[config.mk]
export PLATFORM = sky130hd
export DESIGN_NAME = serial_rx_fifo
export DESIGN_NICKNAME = d
export VERILOG_FILES = /design/src/rtl/serial_rx_fifo.sv
export SDC_FILE = /design/constraint.sdc
export NUM_CORES = 1
export LEC_CHECK = 0
export ABC_AREA = 1
export CAP_MARGIN = 10
export CORE_MARGIN = 4
export CORE_UTILIZATION = 57
export CTS_CLUSTER_SIZE = 14
export DETAILED_ROUTE_END_ITERATION = 7
export DONT_BUFFER_PORTS = 1
export PLACE_DENSITY = 0.75
export SYNTH_ARGS = -nofsm -noshare
export SYNTH_HDL_FRONTEND = slang
export SYNTH_SLANG_ARGS = --single-unit
[constraint.sdc]
create_clock -name clk -period 1.9 [get_ports clk]
set_input_delay 0.19 -clock clk [delete_from_list [all_inputs] [get_ports clk]]
set_output_delay 0.19 -clock clk [all_outputs]
set_load 0.005 [all_outputs]
[src/rtl/serial_rx_fifo.sv]
// UART receive FIFO, first-word-fall-through; push shows on outputs 1 cycle after the strobe, bytes pushed while full are dropped with a sticky overrun.
// Optional macro SERIAL_RX_FIFO_THRESH_INT_EN: int_o on occupancy >= INT_THRESHOLD or overrun, else int_o = ~empty_o.
module serial_rx_fifo #(
    parameter int DEPTH_LOG2    = 4,
    parameter int INT_THRESHOLD = 8
) (
    input  logic                  clk,
    input  logic                  rst,
    input  logic                  rxdReady_i,
    input  logic [7:0]            rxdData_i,
    input  logic                  readEnable_i,
    input  logic                  clearOverrun_i,
    output logic [7:0]            dataLoad_o,
    output logic                  empty_o,
    output logic                  full_o,
    output logic [DEPTH_LOG2:0]   count_o,
    output logic                  overrun_o,
    output logic                  int_o
);

    localparam int                    DEPTH    = 1 << DEPTH_LOG2;
    localparam logic [DEPTH_LOG2:0]   FULL_CNT = DEPTH[DEPTH_LOG2:0];
    localparam logic [DEPTH_LOG2:0]   CNT_ONE  = {{DEPTH_LOG2{1'b0}}, 1'b1};
    localparam logic [DEPTH_LOG2-1:0] PTR_ONE  = {{(DEPTH_LOG2-1){1'b0}}, 1'b1};

    logic [7:0]            mem_q [0:DEPTH-1];
    logic [DEPTH_LOG2-1:0] wr_ptr_q, wr_ptr_d;
    logic [DEPTH_LOG2-1:0] rd_ptr_q, rd_ptr_d;
    logic [DEPTH_LOG2:0]   count_q, count_d;
    logic                  overrun_q, overrun_d;

    logic empty_w;
    logic full_w;
    logic push_ok;
    logic pop_ok;
    logic drop_w;

    assign empty_w = (count_q == '0);
    assign full_w  = (count_q == FULL_CNT);

    // A pop on a full FIFO frees the slot the coincident push needs.
    assign pop_ok  = readEnable_i & ~empty_w;
    assign push_ok = rxdReady_i & (~full_w | readEnable_i);
    assign drop_w  = rxdReady_i & full_w & ~readEnable_i;

    always_comb begin
        wr_ptr_d  = wr_ptr_q;
        rd_ptr_d  = rd_ptr_q;
        count_d   = count_q;
        overrun_d = overrun_q;
        if (push_ok) begin
            wr_ptr_d = wr_ptr_q + PTR_ONE;
        end
        if (pop_ok) begin
            rd_ptr_d = rd_ptr_q + PTR_ONE;
        end
        if (push_ok && !pop_ok) begin
            count_d = count_q + CNT_ONE;
        end else if (!push_ok && pop_ok) begin
            count_d = count_q - CNT_ONE;
        end
        // A new drop wins over a coincident clear.
        if (drop_w) begin
            overrun_d = 1'b1;
        end else if (clearOverrun_i) begin
            overrun_d = 1'b0;
        end
    end

    always_ff @(posedge clk) begin
        if (rst) begin
            wr_ptr_q  <= '0;
            rd_ptr_q  <= '0;
            count_q   <= '0;
            overrun_q <= 1'b0;
        end else begin
            wr_ptr_q  <= wr_ptr_d;
            rd_ptr_q  <= rd_ptr_d;
            count_q   <= count_d;
            overrun_q <= overrun_d;
        end
    end

    // Storage is deliberately left out of reset; stale bytes stay hidden behind count.
    always_ff @(posedge clk) begin
        if (!rst && push_ok) begin
            mem_q[wr_ptr_q] <= rxdData_i;
        end
    end

    assign dataLoad_o = empty_w ? 8'h00 : mem_q[rd_ptr_q];
    assign empty_o    = empty_w;
    assign full_o     = full_w;
    assign count_o    = count_q;
    assign overrun_o  = overrun_q;

`ifdef SERIAL_RX_FIFO_THRESH_INT_EN
    localparam logic [DEPTH_LOG2:0] THRESH = INT_THRESHOLD[DEPTH_LOG2:0];
    assign int_o = (count_q >= THRESH) | overrun_q;
`else
    assign int_o = ~empty_w;
`endif

endmodule

==> impl_metrics.py, run 1 <==
metrics = {
    "drt": {
        "dr.pass1.iters": 5,
        "drc": 0,
        "vias": 4558,
        "ant_nets": 0,
        "vias_per_cell": 6.14,
        "wl_per_cell_um": 22.0,
        "drt_iter0_drc": 619,
        "postRouteWirelength_um": 16300,
    },
    "setup_path": {
        "r2r-end": "count_o[4]",
        "max_stage_delay_ps": 410,
        "worstPathCellList": "inv_8 -> buf_6 -> buf_16 -> nand2_1 -> nand3_1 -> nand3_1 -> nand2_1 -> nand2_2 -> a21oi_2",
        "slowest_stage": "dfxtp_4",
        "reg2reg_setup_slack_ps": 20,
        "endpoint_kind": "output port",
        "critPathArrivalTime_ps": 1900,
        "rr_worst_depth": 15,
        "cp.buffers_inverters": 3,
        "crit_fanout": 8,
        "critical_path_required_ps": 1710,
        "start_kind": "register",
        "critical_path_class": "register to output port",
        "r2r-start": "count_o[0]",
        "cp_top_family": "flip-flops",
    },
    "min_path": {
        "hold_start": "readEnable_i",
        "hold_class": "input pin to register",
        "hold_end": "count_o[3]",
        "hold_depth": 4,
    },
    "clock_network": {
        "clk-insertion-delay-late_ps": 530,
        "numClockSinks": 146,
        "cts_inserted_buffers": 17,
        "ctsHtreeMaxLevel": 4,
        "clockBufferDepth": 2,
        "clk_pin_slew_ps": 70,
        "cts-root-buf": "clkbuf_8",
        "tritoncts": "done",
    },
    "final_layout": {
        "drive_gt1_frac": 0.284,
        "stdcell_count": 742,
        "finalInstanceArea_mm2": 0.00771,
        "fillCellCount": 616,
        "n_antenna_cell": 0,
        "final_nets": 616,
        "final_core_util": 0.741,
        "syn_to_final_growth_pct": 25.3,
    },
    "logic_synthesis": {
        "synth_warnings": 0,
        "yosysUniqueCellTypes": 27,
        "synth-seq-cells": 146,
        "synth-edff-count": 128,
        "synthTopCellsByArea": "edfxtp_1 62%, nand2_1 11%, nand3_1 8.7%",
        "ys_top_cells_by_count": "182 x nand2_1, 128 x edfxtp_1, 107 x nand3_1",
        "synth_area_mm2": 0.00616,
        "syn_inst": 557,
        "ys_async_sr_fraction": 0,
        "yosysMostFrequentCell": "nand2_1",
        "yosys.area.top_type": "edfxtp_1",
        "synth.top_cell.area_share": 0.624,
        "post_synth.cell_area_avg_um2": 11.1,
        "yosysSeqAreaShare": 0.683,
        "ys.flop_type": "edfxtp_1",
        "syn-num-nets": 580,
    },
    "status": {
        "status": "finished, violations left",
        "failed_checks": "setup timing",
    },
    "sta": {
        "maxSlewViolCount": 0,
        "slew_headroom": 0.465,
        "worst_slew_pin_slew_ps": 800,
        "period_minus_slack_ps": 2090,
        "fin_crit_sh": 1.10,
        "finClkSkew_ps": 11.4,
        "finalHoldViolCount": 0,
        "layout_setup_ws_ps": -192,
        "setup_violations": 8,
        "fmaxAchievable_mhz": 478,
        "rsz0062_at_grt": "true",
    },
    "placed_design": {
        "place_area_mm2": 0.00634,
        "place_hpwl_um": 8570,
        "dp_cells": 686,
        "io_buffers": 0,
        "gp_congestion": 0.860,
    },
    "global_route": {
        "grt_pass1_wl_um": 25400,
        "grt_max_degree": 33,
        "antenna_found_initial": 0,
        "gr-usage-all-layers": 0.269,
        "grt_pass1_vias": 4508,
        "overflow": 0,
    },
    "power": {
        "peakVddDrop_uv": 1080,
        "power_mw": 10.3,
        "p_leak_nw": 2.83,
        "power.density_mw_per_mm2": 1340,
    },
    "floorplan": {
        "dieWidth_um": 112,
        "rows": 37,
        "pin_count": 30,
        "core_mm2": 0.0104,
        "die_area_mm2": 0.0125,
        "start_util": 0.591,
        "chipHeight_um": 112,
    },
    "job": {
        "cap_viol_max_count": 0,
    },
}
how the worst max path moves through the flow:
stage	end	cells after the start	start	slack, ps
global route	dataLoad_o[1]	9	register	-270
CTS	dataLoad_o[2]	8	register	-140
floorplan	count_o[3]	12	count_o[1]	10
finish	dataLoad_o[0]	9	register	-190
detailed placement	count_o[3]	12	count_o[1]	-80
global placement	count_o[3]	12	count_o[1]	30
placed cells by master (no fill, tap or decap), drive strengths merged, types with 11 or more instances in the layout:
cell	count
a21oi	20
inv	27
buf	32
edfxtp	128
dfxtp	18
clkbuf	17
nand2	183
nor2	28
nand3	107
dlygate4sd3	11
repair_timing:
action,4_1_cts,5_1_grt
hold buffers,11,0
buffers inserted,4,1
endpoints found under the hold margin,138,0
pin swaps,16,38
setup endpoints to repair,20,98
gates cloned,8,0
gates resized for setup,57,66
final cells by class:
cell class | count | area [µm²] | area share
repair buffers | 43 | 612 | 0.0793
clock inverters | 15 | 145 | 0.0188
multi-input cells | 365 | 2070 | 0.268
flip-flops and latches | 146 | 4210 | 0.546
well taps | 136 | 170 | 0.0221
clock buffers | 17 | 414 | 0.0537
inverters | 20 | 91.3 | 0.0118
kinds of logic after synthesis:
family                     share of synthesized area
AOI/OAI and AO/OA                             0.0234
DFF                                            0.683
adders and majority gates                     0.0215
xor gates and xnor gates                     0.00853
buffers and inverters                         0.0443
and+or+nand+nor                                0.219
stage by stage:
| stage | worst slack [ps] | hold slack [ps] | setup TNS, ps |
|---|---|---|---|
| after floorplan | 13.6 | 289 | 0 |
| after global placement | 29.5 | 263 | 0 |
| after detailed placement | -82.1 | 265 | -255 |
| after CTS | -142 | 29.3 | -904 |
| after global routing | -272 | 50.9 | -2090 |
| final | -192 | 51.5 | -1250 |
registers in the layout (all words and copies together), names as in the netlist, named ones only:
signal / flops
mem_q: 128
wr_ptr_q: 4
overrun_o: 1
count_o: 5
rd_ptr_q: 4
power breakdown:
part | total, mW | internal, mW | switching (mW)
logic | 3.42 | 1.40 | 2.02
registers | 3.73 | 3.61 | 0.116
clock network | 3.17 | 1.77 | 1.40
total | 10.3 | 6.78 | 3.53
metal layers:
layer	global-route usage	routed length [µm]	up-vias
li1	-	-	2005
met1	0.348	6200	2207
met2	0.440	8080	303
met3	0.0728	1680	43
met4	0.0962	354	0
met5	0	0	-
worst reg2reg max path, delay by kind of cell (launching register included):
kind | cells | cell delay [ps]
AOI/OAI and AO/OA | 1 | 130
adders and majority gates | 2 | 390
buffers and inverters | 3 | 260
DFF | 1 | 340
and+or+nand+nor | 9 | 720
No activity file was read; power rests on OpenSTA's default activity.
==> inputs of run 2 (changes only) <==
Settings changed: CORE_ASPECT_RATIO set to 1.1, CORE_UTILIZATION 57 to 30, PLACE_DENSITY 0.75 to not set.
==> impl_metrics.py, run 2 (synthesis gave the netlist of run 1 again) <==
metrics = {
    "status": {
        "status": "finished, violations left",
        "failed_checks": "setup timing",
    },
    "sta": {
        "rsz0062_at_grt": "true",
        "slew_headroom": 0.493,
        "finalSetupTns_ps": -391,
        "setup_violations": 7,
        "finalHoldViolCount": 0,
        "fmaxAchievable_mhz": 503,
        "period_minus_slack_ps": 1990,
        "maxSlewViolCount": 0,
        "layout_setup_ws_ps": -87.0,
        "finClkSkew_ps": 15.4,
        "fin_crit_sh": 1.05,
        "worst_slew_pin_slew_ps": 758,
        "hold_ws_ps": 87.5,
    },
    "setup_path": {
        "cp.buffers_inverters": 3,
        "worstPathCellList": "clkinv_8 -> buf_12 -> clkbuf_16 -> nand2_2 -> nand3_2 -> nand3_2 -> nand2_2 -> nand2_2 -> a21oi_4",
        "crit_fanout": 8,
        "max_stage_delay_ps": 410,
        "start_kind": "register",
        "slowest_stage": "dfxtp_4",
        "critical_path_class": "register to output port",
        "critPathArrivalTime_ps": 1800,
        "cp_top_family": "buffers and inverters",
        "critical_path_required_ps": 1710,
        "path_common_cell": "nand2_2",
        "endpoint_kind": "output port",
    },
    "floorplan": {
        "start_util": 0.308,
        "pin_count": 30,
        "chipHeight_um": 158,
        "core_mm2": 0.0200,
        "die_area_mm2": 0.0229,
        "dieWidth_um": 145,
        "rows": 54,
    },
    "power": {
        "power.density_mw_per_mm2": 1270,
        "power_mw": 10.3,
        "p_leak_nw": 2.99,
        "peakVddDrop_uv": 720,
    },
    "placed_design": {
        "dp_cells": 826,
        "gp_congestion": 0.791,
        "io_buffers": 0,
        "place_hpwl_um": 9820,
        "place_area_mm2": 0.00668,
        "dp_slack_ps": -91.6,
    },
    "final_layout": {
        "regMostFlops": "mem_q",
        "syn_to_final_growth_pct": 32.1,
        "drive_gt1_frac": 0.347,
        "stdcell_count": 884,
        "n_antenna_cell": 0,
        "mostFrequentLayoutCells": "134 x nand2_1, 128 x edfxtp_1, 66 x nand3_1",
        "final_core_util": 0.407,
        "largest_register_ffs": 128,
        "final_common_cell": "nand2_1",
        "finalInstanceArea_mm2": 0.00813,
        "final_nets": 642,
    },
    "clock_network": {
        "clockBufferDepth": 2,
        "numClockSinks": 146,
        "clk-insertion-delay-late_ps": 430,
        "tritoncts": "done",
        "cts-root-buf": "clkbuf_16",
        "clk_pin_slew_ps": 60,
        "ctsHtreeMaxLevel": 4,
        "cts_inserted_buffers": 17,
    },
    "job": {
        "cap_viol_max_count": 0,
    },
    "drt": {
        "vias_per_cell": 4.98,
        "drt_iter0_drc": 246,
        "vias": 4405,
        "dr.pass1.iters": 5,
        "wl_per_cell_um": 18.7,
        "postRouteWirelength_um": 16500,
        "drc": 0,
        "ant_nets": 0,
    },
    "min_path": {
        "hold_class": "input pin to register",
    },
    "global_route": {
        "overflow": 0,
        "grt_pass1_wl_um": 24300,
        "grt_max_degree": 33,
        "grt_pass1_vias": 4335,
        "antenna_found_initial": 0,
        "gr-usage-all-layers": 0.142,
    },
}
run 2: final timing paths:
| check | slack (ps) | cells after the start | start | to |
|---|---|---|---|---|
| setup / recovery | -90 | 9 | register | dataLoad_o[3] |
| hold / removal | 90 | 3 | rxdReady_i | wr_ptr_q[1] |
| setup reg to reg | 30 | 14 | count_o[2] | count_o[4] |
| hold reg to reg | 490 | 2 | rd_ptr_q[2] | register |
run 2: layout make-up:
class                           count  area, µm²
Fill cell                        1846      11900
Sequential cell                   146       4210
Inverter                           20        104
Multi-Input combinational cell    365       2160
Tap cell                          252        315
Clock inverter                     15        124
Clock buffer                       17        425
Timing Repair Buffer               69        795
run 2: repair_timing:
action | 4_1_cts | 5_1_grt
hold buffers | 10 | 0
resized for setup | 36 | 109
setup buffers | 5 | 5
pin swaps | 7 | 57
hold endpoints to repair | 136 | 0
cloned | 3 | 6
endpoints found under the setup margin | 34 | 58
run 2: worst register-to-register path: cells and delay by family, from the launching register on:
kind,cells,cell delay (ps)
compound gates,1,110
buf+inv,2,170
fa+ha+maj,2,530
simple gates,9,650
flops,1,350
run 2: per-layer routing:
layer / up-vias / track usage / share of wire
li1: 2054 / - / -
met5: - / 0 / 0
met4: 0 / 0.0475 / 0.031
met2: 180 / 0.236 / 0.48
met1: 2132 / 0.177 / 0.42
met3: 39 / 0.0454 / 0.066
run 2: report_power, final:
part | total (mW) | internal, mW | switching (mW)
Clock | 3.10 | 1.71 | 1.39
Combinational | 3.50 | 1.51 | 1.99
Sequential | 3.73 | 3.61 | 0.116
Total | 10.3 | 6.83 | 3.50
